**config.mk**
```make
export PLATFORM = sky130hd
export DESIGN_NAME = wb_master_arb
export DESIGN_NICKNAME = d
export VERILOG_FILES = /design/src/rtl/wb_master_arb_pkg.sv /design/src/rtl/wb_master_arb.sv
export SDC_FILE = /design/constraint.sdc
export NUM_CORES = 1
export LEC_CHECK = 0
export BUFFER_PORTS_ARGS = -buffer_cell sky130_fd_sc_hd__buf_2
export CAP_MARGIN = 20
export CORE_AREA = 2 2 124 126
export DETAILED_ROUTE_END_ITERATION = 8
export DIE_AREA = 0 0 126 128
export SYNTH_ARGS = -nofsm -noshare
export SYNTH_HDL_FRONTEND = slang
export SYNTH_SLANG_ARGS = --single-unit
```
**constraint.sdc**
```tcl
create_clock -name clk_i -period 1.8 [get_ports clk_i]
set_input_delay 0.09 -clock clk_i [delete_from_list [all_inputs] [get_ports clk_i]]
set_output_delay 0.09 -clock clk_i [all_outputs]
set_load 0.02 [all_outputs]
```
**src/rtl/wb_master_arb_pkg.sv**
```systemverilog
`default_nettype none
// ============================================================================
// Module : wb_master_arb_pkg
// Desc   : FSM state encoding, counter width and grant decode shared by the
//          two-master Wishbone arbiter.
// Rev    : 1.0  initial release
// ============================================================================
package wb_master_arb_pkg;

    localparam int unsigned c_CNT_W = 16;

    localparam logic [1:0] c_ST_IDLE = 2'd0;
    localparam logic [1:0] c_ST_GNT0 = 2'd1;
    localparam logic [1:0] c_ST_GNT1 = 2'd2;

    // One-hot grant vector implied by a state code; unused codes map to idle.
    function automatic logic [1:0] f_state_gnt(input logic [1:0] state);
        logic [1:0] gnt;
        gnt = 2'b00;
        if (state == c_ST_GNT0) begin
            gnt = 2'b01;
        end else if (state == c_ST_GNT1) begin
            gnt = 2'b10;
        end
        return gnt;
    endfunction

endpackage
`default_nettype wire

```
**src/rtl/wb_master_arb.sv**
```systemverilog
`default_nettype none
// ============================================================================
// Module : wb_master_arb
// Desc   : Two-master (instruction/data) Wishbone arbiter, alternating priority
//          on ties, no preemption, with a per-transfer response timeout.
// Rev    : 1.0  initial release
// ============================================================================
module wb_master_arb #(
    parameter int TIMEOUT = 255
) (
    input  logic        clk_i,
    input  logic        rst_i,

    input  logic        m0_cyc_i,
    input  logic        m0_stb_i,
    input  logic        m0_we_i,
    input  logic [3:0]  m0_sel_i,
    input  logic [31:0] m0_adr_i,
    input  logic [31:0] m0_dat_i,
    output logic [31:0] m0_dat_o,
    output logic        m0_ack_o,
    output logic        m0_err_o,

    input  logic        m1_cyc_i,
    input  logic        m1_stb_i,
    input  logic        m1_we_i,
    input  logic [3:0]  m1_sel_i,
    input  logic [31:0] m1_adr_i,
    input  logic [31:0] m1_dat_i,
    output logic [31:0] m1_dat_o,
    output logic        m1_ack_o,
    output logic        m1_err_o,

    output logic        s_cyc_o,
    output logic        s_stb_o,
    output logic        s_we_o,
    output logic [3:0]  s_sel_o,
    output logic [31:0] s_adr_o,
    output logic [31:0] s_dat_o,
    input  logic [31:0] s_dat_i,
    input  logic        s_ack_i,
    input  logic        s_err_i,

    output logic [1:0]  gnt_o
);

    import wb_master_arb_pkg::*;

    localparam bit                 c_TO_EN   = (TIMEOUT != 0);
    localparam logic [c_CNT_W-1:0] c_TO_LAST = c_CNT_W'(TIMEOUT - 1);

    logic [1:0]         r_state;
    logic [1:0]         w_state_nxt;
    logic               r_last_gnt;
    logic               w_last_gnt_nxt;
    logic [c_CNT_W-1:0] r_to_cnt;
    logic [c_CNT_W-1:0] w_to_cnt_nxt;

    logic [1:0]         w_gnt;
    logic               w_granted;
    logic               w_mst_cyc;
    logic               w_mst_stb;
    logic               w_mst_we;
    logic [3:0]         w_mst_sel;
    logic [31:0]        w_mst_adr;
    logic [31:0]        w_mst_dat;
    logic               w_to_hit;

    assign w_gnt     = f_state_gnt(r_state);
    assign w_granted = |w_gnt;
    assign gnt_o     = w_gnt;

    // Slave-side request mux, steered only by the registered grant.
    always_comb begin
        w_mst_cyc = 1'b0;
        w_mst_stb = 1'b0;
        w_mst_we  = 1'b0;
        w_mst_sel = 4'h0;
        w_mst_adr = 32'h0;
        w_mst_dat = 32'h0;
        if (w_gnt[0]) begin
            w_mst_cyc = m0_cyc_i;
            w_mst_stb = m0_stb_i;
            w_mst_we  = m0_we_i;
            w_mst_sel = m0_sel_i;
            w_mst_adr = m0_adr_i;
            w_mst_dat = m0_dat_i;
        end else if (w_gnt[1]) begin
            w_mst_cyc = m1_cyc_i;
            w_mst_stb = m1_stb_i;
            w_mst_we  = m1_we_i;
            w_mst_sel = m1_sel_i;
            w_mst_adr = m1_adr_i;
            w_mst_dat = m1_dat_i;
        end
    end

    // A real slave response in the expiry cycle takes precedence over the timeout.
    assign w_to_hit = c_TO_EN && w_granted && w_mst_cyc && w_mst_stb &&
                      !s_ack_i && !s_err_i && (r_to_cnt == c_TO_LAST);

    assign s_cyc_o = w_mst_cyc;
    assign s_stb_o = w_mst_stb & ~w_to_hit;
    assign s_we_o  = w_mst_we;
    assign s_sel_o = w_mst_sel;
    assign s_adr_o = w_mst_adr;
    assign s_dat_o = w_mst_dat;

    assign m0_dat_o = s_dat_i;
    assign m1_dat_o = s_dat_i;
    assign m0_ack_o = s_ack_i & w_gnt[0];
    assign m1_ack_o = s_ack_i & w_gnt[1];
    assign m0_err_o = (s_err_i | w_to_hit) & w_gnt[0];
    assign m1_err_o = (s_err_i | w_to_hit) & w_gnt[1];

    always_comb begin
        w_to_cnt_nxt = r_to_cnt;
        if (!w_granted || s_ack_i || s_err_i || !s_stb_o) begin
            w_to_cnt_nxt = '0;
        end else if (s_cyc_o) begin
            w_to_cnt_nxt = r_to_cnt + c_CNT_W'(1);
        end
    end

    // r_last_gnt: 0 = m0 owned the bus last, 1 = m1; a tie goes to the other one.
    always_comb begin
        w_state_nxt    = r_state;
        w_last_gnt_nxt = r_last_gnt;
        case (r_state)
            c_ST_IDLE: begin
                if (m0_cyc_i && m1_cyc_i) begin
                    if (r_last_gnt) begin
                        w_state_nxt    = c_ST_GNT0;
                        w_last_gnt_nxt = 1'b0;
                    end else begin
                        w_state_nxt    = c_ST_GNT1;
                        w_last_gnt_nxt = 1'b1;
                    end
                end else if (m0_cyc_i) begin
                    w_state_nxt    = c_ST_GNT0;
                    w_last_gnt_nxt = 1'b0;
                end else if (m1_cyc_i) begin
                    w_state_nxt    = c_ST_GNT1;
                    w_last_gnt_nxt = 1'b1;
                end
            end
            c_ST_GNT0: begin
                if (!m0_cyc_i) begin
                    w_state_nxt = c_ST_IDLE;
                end
            end
            c_ST_GNT1: begin
                if (!m1_cyc_i) begin
                    w_state_nxt = c_ST_IDLE;
                end
            end
            default: begin
                w_state_nxt = c_ST_IDLE;
            end
        endcase
    end

    always_ff @(posedge clk_i or posedge rst_i) begin
        if (rst_i) begin
            r_state    <= c_ST_IDLE;
            r_last_gnt <= 1'b0;
            r_to_cnt   <= '0;
        end else begin
            r_state    <= w_state_nxt;
            r_last_gnt <= w_last_gnt_nxt;
            r_to_cnt   <= w_to_cnt_nxt;
        end
    end

endmodule
`default_nettype wire

```
==> results of run 1 <==
cells in the final DEF (no fill, tap or decap), types with 6 or more instances in the layout:
master     n
o21ai_1   11
nand2_4   10
o21ai_2   31
nor2_1     8
nand2_1  126
buf_2    195
buf_6     23
dfrtp_1   19
o21ai_4    7
xnor2_1    6
inv_1      7
o21ai_0   19
buf_4     34
a21oi_2    9
a22o_1     6
stage by stage:
stage                     area (um2)  std cells
final                           4557        781
after CTS                       4158        773
after global placement          3747        757
after detailed placement        3747        757
after global routing            4557        781
after floorplan                 2825        414
power groups by stage:
stage	clock [mW]	combinational, mW	sequential [mW]
6_report	0.464	4.68	0.489
5_1_grt	0.490	5.01	0.495
4_1_cts	0.466	4.16	0.489
3_5_place_dp	0	3.60	0.495
3_3_place_gp	0	3.60	0.495
2_1_floorplan	0	2.54	0.495
logic make-up after synthesis:
family                     after synthesis
xor gates and xnor gates                 7
buffers and inverters                   99
AOI/OAI and AO/OA                      105
DFF                                     19
and+or+nand+nor                        179
adders and majority gates                5
final timing paths:
kind	slack, ns	to	from
hold / removal	0.09	r_last_gnt$_DFFE_PP0P_	m0_cyc_i
min in group asynchronous	0.52	r_last_gnt$_DFFE_PP0P_	rst_i
setup reg to reg	-0.15	r_to_cnt[12]$_DFFE_PP0P_	r_state[0]$_DFFE_PP0P_
max in group asynchronous	0.80	r_to_cnt[11]$_DFFE_PP0P_	rst_i
setup / recovery	-0.24	m1_err_o	r_state[0]$_DFFE_PP0P_
hold reg to reg	0.52	r_last_gnt$_DFFE_PP0P_	r_last_gnt$_DFFE_PP0P_
routing by layer:
metal | vias to the layer above | wire length [um] | share of wire | track usage
met5 | - | 0 | 0 | 0
met4 | 0 | 20 | 0.0017 | 0.01164
met3 | 2 | 1184 | 0.099 | 0.04090
met2 | 188 | 5777 | 0.48 | 0.2071
met1 | 1534 | 4984 | 0.42 | 0.1613
li1 | 1682 | - | - | -
state kept, by name, summed over array words and instances, names as in the netlist:
register,cells
r_to_cnt,16
r_last_gnt,1
r_state,2
final cells by class:
class                   count  share of cell area
multi-input cells         296              0.4316
repair buffers            265              0.3874
flip-flops and latches     19              0.1043
well taps                 188             0.05162
clock buffers               3             0.01647
inverters                   9            0.007414
clock inverters             1            0.001098
repair_timing:
item / 4_1_cts / 5_1_grt
gates cloned: 3 / 3
hold buffers: 1 / 0
buffers inserted: 10 / 5
pin swaps: 14 / 25
resized for setup: 50 / 85
endpoints found under the hold margin: 19 / 0
setup endpoints to repair: 74 / 86
==> run metrics, run 1 <==
CTS max path bufs 2; Reg area between 400 and 500 um2; Post-Synth Adder-Cell Area 0.02373; maximum VDD drop 0.0005925 V; gr ovfl total 0; post-synthesis mux area share 0; Mapped Cells 414; final worst slack -0.2412 ns; Die Y between 100 and 150 um; Post-Route WL 11.97 mm; share of cells above drive strength 1 0.6037; largest net degree at the start of global routing 31; Final Max Tran Viols 0; crit path time final 2.041 ns; Layout Nets ~800; Worst-Skew Late Latency 0.25 ns; PwrDens 1236 nW/um2; status finished, violations left; Max-Cap Viols 0; Post-synth top cells nand2_1 (140), o21ai_0 (68), buf_4 (65); crit-path max cell delay 0.41 ns; main combinational cell family by area after synthesis simple AND/OR/NAND/NOR gates; Max Clock Freq 0.4899 GHz; largest delay contributor family on the critical path compound AO/OA/AOI/OAI gates; Worst setup SP type flip-flop; Root Driver clkbuf_16; # IOs between 300 and 400; Clk pwr share 0.082; TNS Setup -1.725 ns; top cells by area, synth nand2_1 (20%), buf_4 (19%), dfrtp_1 (18%); total power draw ~5.6 mW; Site Rows 45; area of the core roughly 15,000 um2; simple-gate share of the synthesized area 0.2900; post-synth top area share 0.1993; first-pass GRT wire length between 15 and 20 mm; leakage power 2.180 nW; worst endpoint required time 1.71 ns; Worst Max-Slew Pin Slew 0.7665 ns; Layout fillers 1,594; CP Buf/Inv Count 1; Final setup viols 20; post-route DRC violation count 0; worst hold stages 2; DP HPWL 8.892 mm; Yosys reg bits 19; Yosys top cell by area nand2_1; Mean Syn Cell Area 6.368 um2; I/O Buffers 222; WL/cell approximately 15 um; die area 16,130 um2; Post-synth EDFFs 0; RSZ-0062 raised after global routing yes; Hold Slack 0.08704 ns; CTS Sinks 19; CP Depth 6; top-count cell post-synth nand2_1; R2R depth 7; ys async rst share 1.000; P_int 2.754 mW; syn nets between 500 and 600; Yosys cell types 39; synthesized area roughly 2600 um2; Crit path arrival time around 2 ns; Finished Core Util 0.3066; Slew headroom 0.4884; register area share after synthesis 0.1804; failing checks setup timing; clk slew on worst S/H paths 0.05 ns; CP Capture Type output port; 1st-iter DRT viols between 100 and 150; clock skew 0.003680 ns; CP max FO 5; GRT Resource Usage Total 0.1237; vias in the first global route 2,918; die width roughly 130 um; CP Class flip-flop to output port; routed vias 3,406; Num CTS Buffers 3; sw frac 0.5111; Top FF cell, synth dfrtp_1; Compound-Gate Fraction of Synth Area 0.2435; TritonCTS clock tree yes; combinational power share 0.831; slowest CP cell dfrtp_1; Area Overhead vs Synth 72.85%; Initial Util 0.1774; sequential fraction of design power 0.087; gp weighted congestion ~0.82; diode count 0; TritonRoute pass-1 iters 4; ANT nets after route 0; Hold Crit Class primary input to flip-flop; CTS H-tree depth 1; Via-to-Cell Ratio 4.361; yosys warns 0; crit path cell chain ha_4 -> nand3b_1 -> a2111oi_4 -> a31oi_2 -> nor2b_2 -> buf_6; switching power 2.879 mW; worst slack, placed -0.03753 ns; area of the multi-input gates 1967 um2; initial antenna violation count 0; XOR/XNOR Fraction of Synth Area 0.02326; final cycle utilization of the critical path 1.134; final hold vios 0
Power figures use the tool's default switching activity.
==> run 2: changes to the inputs <==
==> constraint.sdc (replaced) <==
create_clock -name clk_i -period 1.8 [get_ports clk_i]
set_input_delay 0.09 -clock clk_i [delete_from_list [all_inputs] [get_ports clk_i]]
set_output_delay 0.09 -clock clk_i [all_outputs]
set_load 0.05 [all_outputs]
==> run metrics, run 2 (same netlist as run 1, synthesis figures left out) <==
area of the multi-input gates 2683 um2; worst endpoint required time 1.71 ns; leakage power about 2.7 nW; Worst setup SP type flip-flop; die width between 100 and 150 um; Post-Layout Cell Count 808; gr ovfl total 0; Die Y 128 um; Reg area 475.5 um2; Via-to-Cell Ratio approximately 4.7; CTS H-tree depth 1; clk slew on worst S/H paths approximately 0.06 ns; crit path time final 2.110 ns; Crit path arrival time roughly 2 ns; ANT nets after route 0; CTS max path bufs 2; share of cells above drive strength 1 0.7674; biggest regs r_to_cnt x16, r_state x2, r_last_gnt x1; Final Max Tran Viols 0; post-route DRC violation count 0; final cycle utilization of the critical path 1.172; Layout fillers 1,418; Initial Util 0.1774; Worst Max-Slew Pin Slew 0.7375 ns; # IOs ~320; routed vias 3,797; die area 16,130 um2; final worst slack -0.3101 ns; vias in the first global route 3,581; TritonCTS clock tree yes; Area Overhead vs Synth 135.4%; WL/cell 19.11 um; maximum VDD drop about 0.00085 V; area of the core 14,860 um2; CP max FO 4; Final setup viols 81; Max-Cap Viols 0; CP Class flip-flop to output port; first-pass GRT wire length roughly 21 mm; status finished, violations left; commonest non-fill, non-tap cell in the layout buf_2; commonest non-fill, non-tap cells in the layout buf_2 (162), nand2_1 (60), o21ai_4 (57); initial antenna violation count 3; PwrDens 1652 nW/um2; RSZ-0062 raised after global routing yes; GRT Resource Usage Total 0.1627; TritonRoute pass-1 iters 4; final hold vios 19; placed insts between 700 and 800; CTS Sinks 19; Num CTS Buffers 3; Max Clock Freq between 0.4 and 0.5 GHz; DP HPWL 9.668 mm; Worst-Skew Late Latency 0.26 ns; CP Capture Type output port; clock skew 0.004181 ns; gp weighted congestion 0.7999; TNS Setup -9.557 ns; 1st-iter DRT viols 120; failing checks hold timing, setup timing; Slew headroom 0.5078; Post-Route WL 15.44 mm; max reg flops 16; Hold Slack -0.05102 ns; I/O Buffers 222; hold_buf cts 0; largest net degree at the start of global routing 32; Hold Crit Class primary input to async pin; Site Rows between 40 and 50; Root Driver clkbuf_16; Reg with most FFs r_to_cnt; Layout Nets approximately 800
==> run 2: metrics by stage <==
step	hold slack, ns	area [um2]	util	setup slack (ns)	power, mW
after CTS	0.002016	5639	0.3794	-0.3777	9.383
after floorplan	0.04113	3257	-	-0.2323	5.347
after detailed placement	0.1805	4328	0.2912	-0.1922	6.495
after global routing	0.02424	6202	0.4173	-0.3699	10.60
after global placement	0.1805	4328	0.2912	-0.1330	6.477
final	-0.05102	6205	0.4174	-0.3101	10.25
==> run 2: worst paths after layout <==
path | cells past startpoint | startpoint | end | slack (ns)
worst min-delay path | 2 | rst_i | r_last_gnt$_DFFE_PP0P_ | -0.05
worst max register to register | 7 | r_state[0]$_DFFE_PP0P_ | r_to_cnt[1]$_DFFE_PP0P_ | -0.21
worst max-delay path | 7 | r_state[0]$_DFFE_PP0P_ | s_stb_o | -0.31
worst min register to register | 1 | r_last_gnt$_DFFE_PP0P_ | r_last_gnt$_DFFE_PP0P_ | 0.52
max in group asynchronous | 2 | rst_i | r_to_cnt[6]$_DFFE_PP0P_ | 1.38
min in group clk_i | 2 | m0_cyc_i | r_last_gnt$_DFFE_PP0P_ | 0.10
==> run 2: power breakdown <==
part / internal, mW / total [mW] / leakage, nW / switching, mW
combinational: 3.90 / 9.28 / 2.45 / 5.38
sequential: 0.458 / 0.490 / 0.261 / 0.0316
clock: 0.301 / 0.480 / 0.0371 / 0.179
total: 4.66 / 10.3 / 2.75 / 5.59
==> run 2: final cells by class <==
cell class                      instances  share of cell area
Clock buffer                            3             0.01210
Antenna cell                            1           0.0004033
Inverter                                9            0.005445
Multi-Input combinational cell        297              0.4323
Clock inverter                          1            0.001210
Tap cell                              188             0.03791
Sequential cell                        19             0.07663
Timing Repair Buffer                  290              0.4340
==> run 2: timing repair <==
| action | CTS | global route |
|---|---|---|
| pin swaps | 40 | 26 |
| gates resized for setup | 210 | 109 |
| buffers inserted | 15 | 7 |
| cloned | 14 | 6 |
| endpoints found under the setup margin | 90 | 91 |
==> run 2: routing by layer <==
metal / global-route usage / share of wire / vias up
met5: 0 / 0.0015 / -
met4: 0.04719 / 0.023 / 4
met3: 0.08306 / 0.12 / 30
met2: 0.2584 / 0.48 / 245
met1: 0.1929 / 0.38 / 1780
li1: - / - / 1738
==> run 2: critical path, cell delays in order (launching register included) <==
cell and delay [ns]:
dfrtp_1 0.42, ha_4 0.19, nand3b_1 0.21, a2111oi_4 0.40, buf_4 0.18, and3_4 0.18
a21oi_4 0.03, buf_6 0.15
==> run 3: changes to the inputs <==
Settings changed: CORE_AREA 2 2 124 126 to 2 2 125 127, DIE_AREA 0 0 126 128 to 0 0 127 129.
Clock period 1.8 ns to 2.15 ns, I/O delays scaled along.
==> run metrics, run 3 (same netlist as run 1, synthesis figures left out) <==
commonest non-fill, non-tap cells in the layout buf_2 (214), nand2_1 (140), o21ai_2 (32), o21ai_4 (32), dfrtp_1 (19); first-pass GRT wire length 15.80 mm; R2R depth 6; commonest non-fill, non-tap cell in the layout buf_2; gr ovfl total 0; hold_buf cts 0; TritonRoute pass-1 iters 4; Worst Max-Slew Pin Slew 0.7659 ns; maximum VDD drop about 0.00074 V; Reg with most FFs r_to_cnt; CP max FO 7; 1st-iter DRT viols approximately 130; DP HPWL 8.683 mm; crit-path max cell delay 0.48 ns; Final Max Tran Viols 0; switching power 3.700 mW; TritonCTS clock tree yes; R2R Path Start r_state[1]$_DFFE_PP0P_; sw frac 0.6555; PwrDens 1333 nW/um2; Layout Nets 745; Root Driver clkbuf_16; leakage power 1.952 nW; CP Class flip-flop to output port; failing checks hold timing, setup timing; CP Capture Type output port; max reg flops 16; CTS max path bufs 2; FF-to-FF setup slack 0.18 ns; Max Clock Freq 0.4582 GHz; crit path time final 2.182 ns; Hold Crit Class primary input to async pin; ANT nets after route 0; final worst slack -0.03238 ns; Layout fillers 1,668; area of the core 14,980 um2; Num CTS Buffers 3; crit path cell chain inv_2 -> ha_4 -> nand3b_1 -> a2111oi_4 -> a31oi_4 -> nor2b_4 -> buf_8; gp weighted congestion between 0.7 and 0.8; Max-Cap Viols 0; WL/cell 14.39 um; post-route DRC violation count 0; biggest regs r_to_cnt x16, r_state x2, r_last_gnt x1; Crit path arrival time approximately 2.1 ns; reg-to-reg endpoint r_to_cnt[0]$_DFFE_PP0P_; Site Rows 45; vias in the first global route 2,878; Clk pwr share 0.070; Area after DPL 4045 um2; P_int 1.945 mW; I/O Buffers 222; Worst setup SP type flip-flop; Die Y 129 um; initial antenna violation count 1; RSZ-0062 raised after global routing yes; slowest CP cell a2111oi_4; Slew headroom 0.4888; largest net degree at the start of global routing between 60 and 70; # IOs 319; clk slew on worst S/H paths 0.06 ns; status finished, violations left; fin area 4235 um2; sequential fraction of design power 0.072; CTS Sinks 19; final hold vios 19; Initial Util 0.1760; Post-Route WL 10.78 mm; Hold Slack -0.01706 ns; CTS H-tree depth 1; diode count 0; clock skew between 0.001 and 0.0015 ns; share of cells above drive strength 1 0.5704; worst endpoint required time 2.04 ns; Critical path origin r_state[1]$_DFFE_PP0P_; Final setup viols 2; die width 127 um; final cycle utilization of the critical path 1.015; Worst-Skew Late Latency around 0.25 ns; GRT Resource Usage Total 0.1214; Area Overhead vs Synth 60.65%; Worst Setup EP m0_err_o; routed vias 3,206; Via-to-Cell Ratio ~4.3; combinational power share 0.858; die area around 16,000 um2
run 3: worst min-delay path by stage:
stage	start	endpoint	slack [ns]	cells after the start
floorplan	rst_i	r_last_gnt$_DFFE_PP0P_	0.06	1
global placement	s_dat_i[16]	m0_dat_o[16]	0.22	0
CTS	rst_i	r_state[1]$_DFFE_PP0P_	0.02	2
global route	rst_i	r_state[1]$_DFFE_PP0P_	0.06	2
finish	rst_i	r_last_gnt$_DFFE_PP0P_	-0.02	2
detailed placement	s_dat_i[16]	m0_dat_o[16]	0.22	0
run 3: metrics by stage:
step	setup TNS, ns	cells	total power [mW]	setup WS [ns]	util
2_1_floorplan	-0.5652	414	4.358	-0.02547	-
3_3_place_gp	0	741	5.146	0.01411	0.2701
3_5_place_dp	-0.01062	741	5.149	-0.005730	0.2701
4_1_cts	-0.003693	745	5.611	-0.001956	0.2787
5_1_grt	-0.2986	749	5.954	-0.1122	0.2828
6_report	-0.05969	749	5.644	-0.03238	0.2828
run 3: area by class of cell:
| type | instances | area, um2 | share of cell area |
|---|---|---|---|
| Sequential cell | 19 | 475.5 | 0.1123 |
| Timing Repair Buffer | 233 | 1331 | 0.3143 |
| Inverter | 9 | 33.78 | 0.007976 |
| Tap cell | 188 | 235.2 | 0.05554 |
| Clock buffer | 4 | 78.83 | 0.01861 |
| Multi-Input combinational cell | 296 | 2081 | 0.4913 |
run 3: what timing repair did:
item,in CTS,in global routing
gates resized for setup,14,7
setup endpoints to repair,19,15
pin swaps,3,6
buffers inserted,0,4
run 3: power groups by stage:
stage	clock, mW	combinational [mW]	sequential [mW]
2_1_floorplan	0	3.95	0.409
3_3_place_gp	0	4.74	0.410
3_5_place_dp	0	4.74	0.411
4_1_cts	0.396	4.81	0.408
5_1_grt	0.422	5.12	0.412
6_report	0.394	4.84	0.408
run 3: metal layers:
metal | vias up | global-route usage | share of wire
met5 | - | 0 | 0.0012
met1 | 1399 | 0.1697 | 0.45
li1 | 1626 | - | -
met4 | 2 | 0.01745 | 0.0041
met2 | 173 | 0.1818 | 0.44
met3 | 6 | 0.04615 | 0.10
run 3: critical path, delay by kind of cell (launching register included):
| family | cells | cell delay, ns |
|---|---|---|
| flops | 1 | 0.37 |
| simple gates | 2 | 0.37 |
| compound gates | 2 | 0.68 |
| buf+inv | 2 | 0.22 |
| fa+ha+maj | 1 | 0.19 |
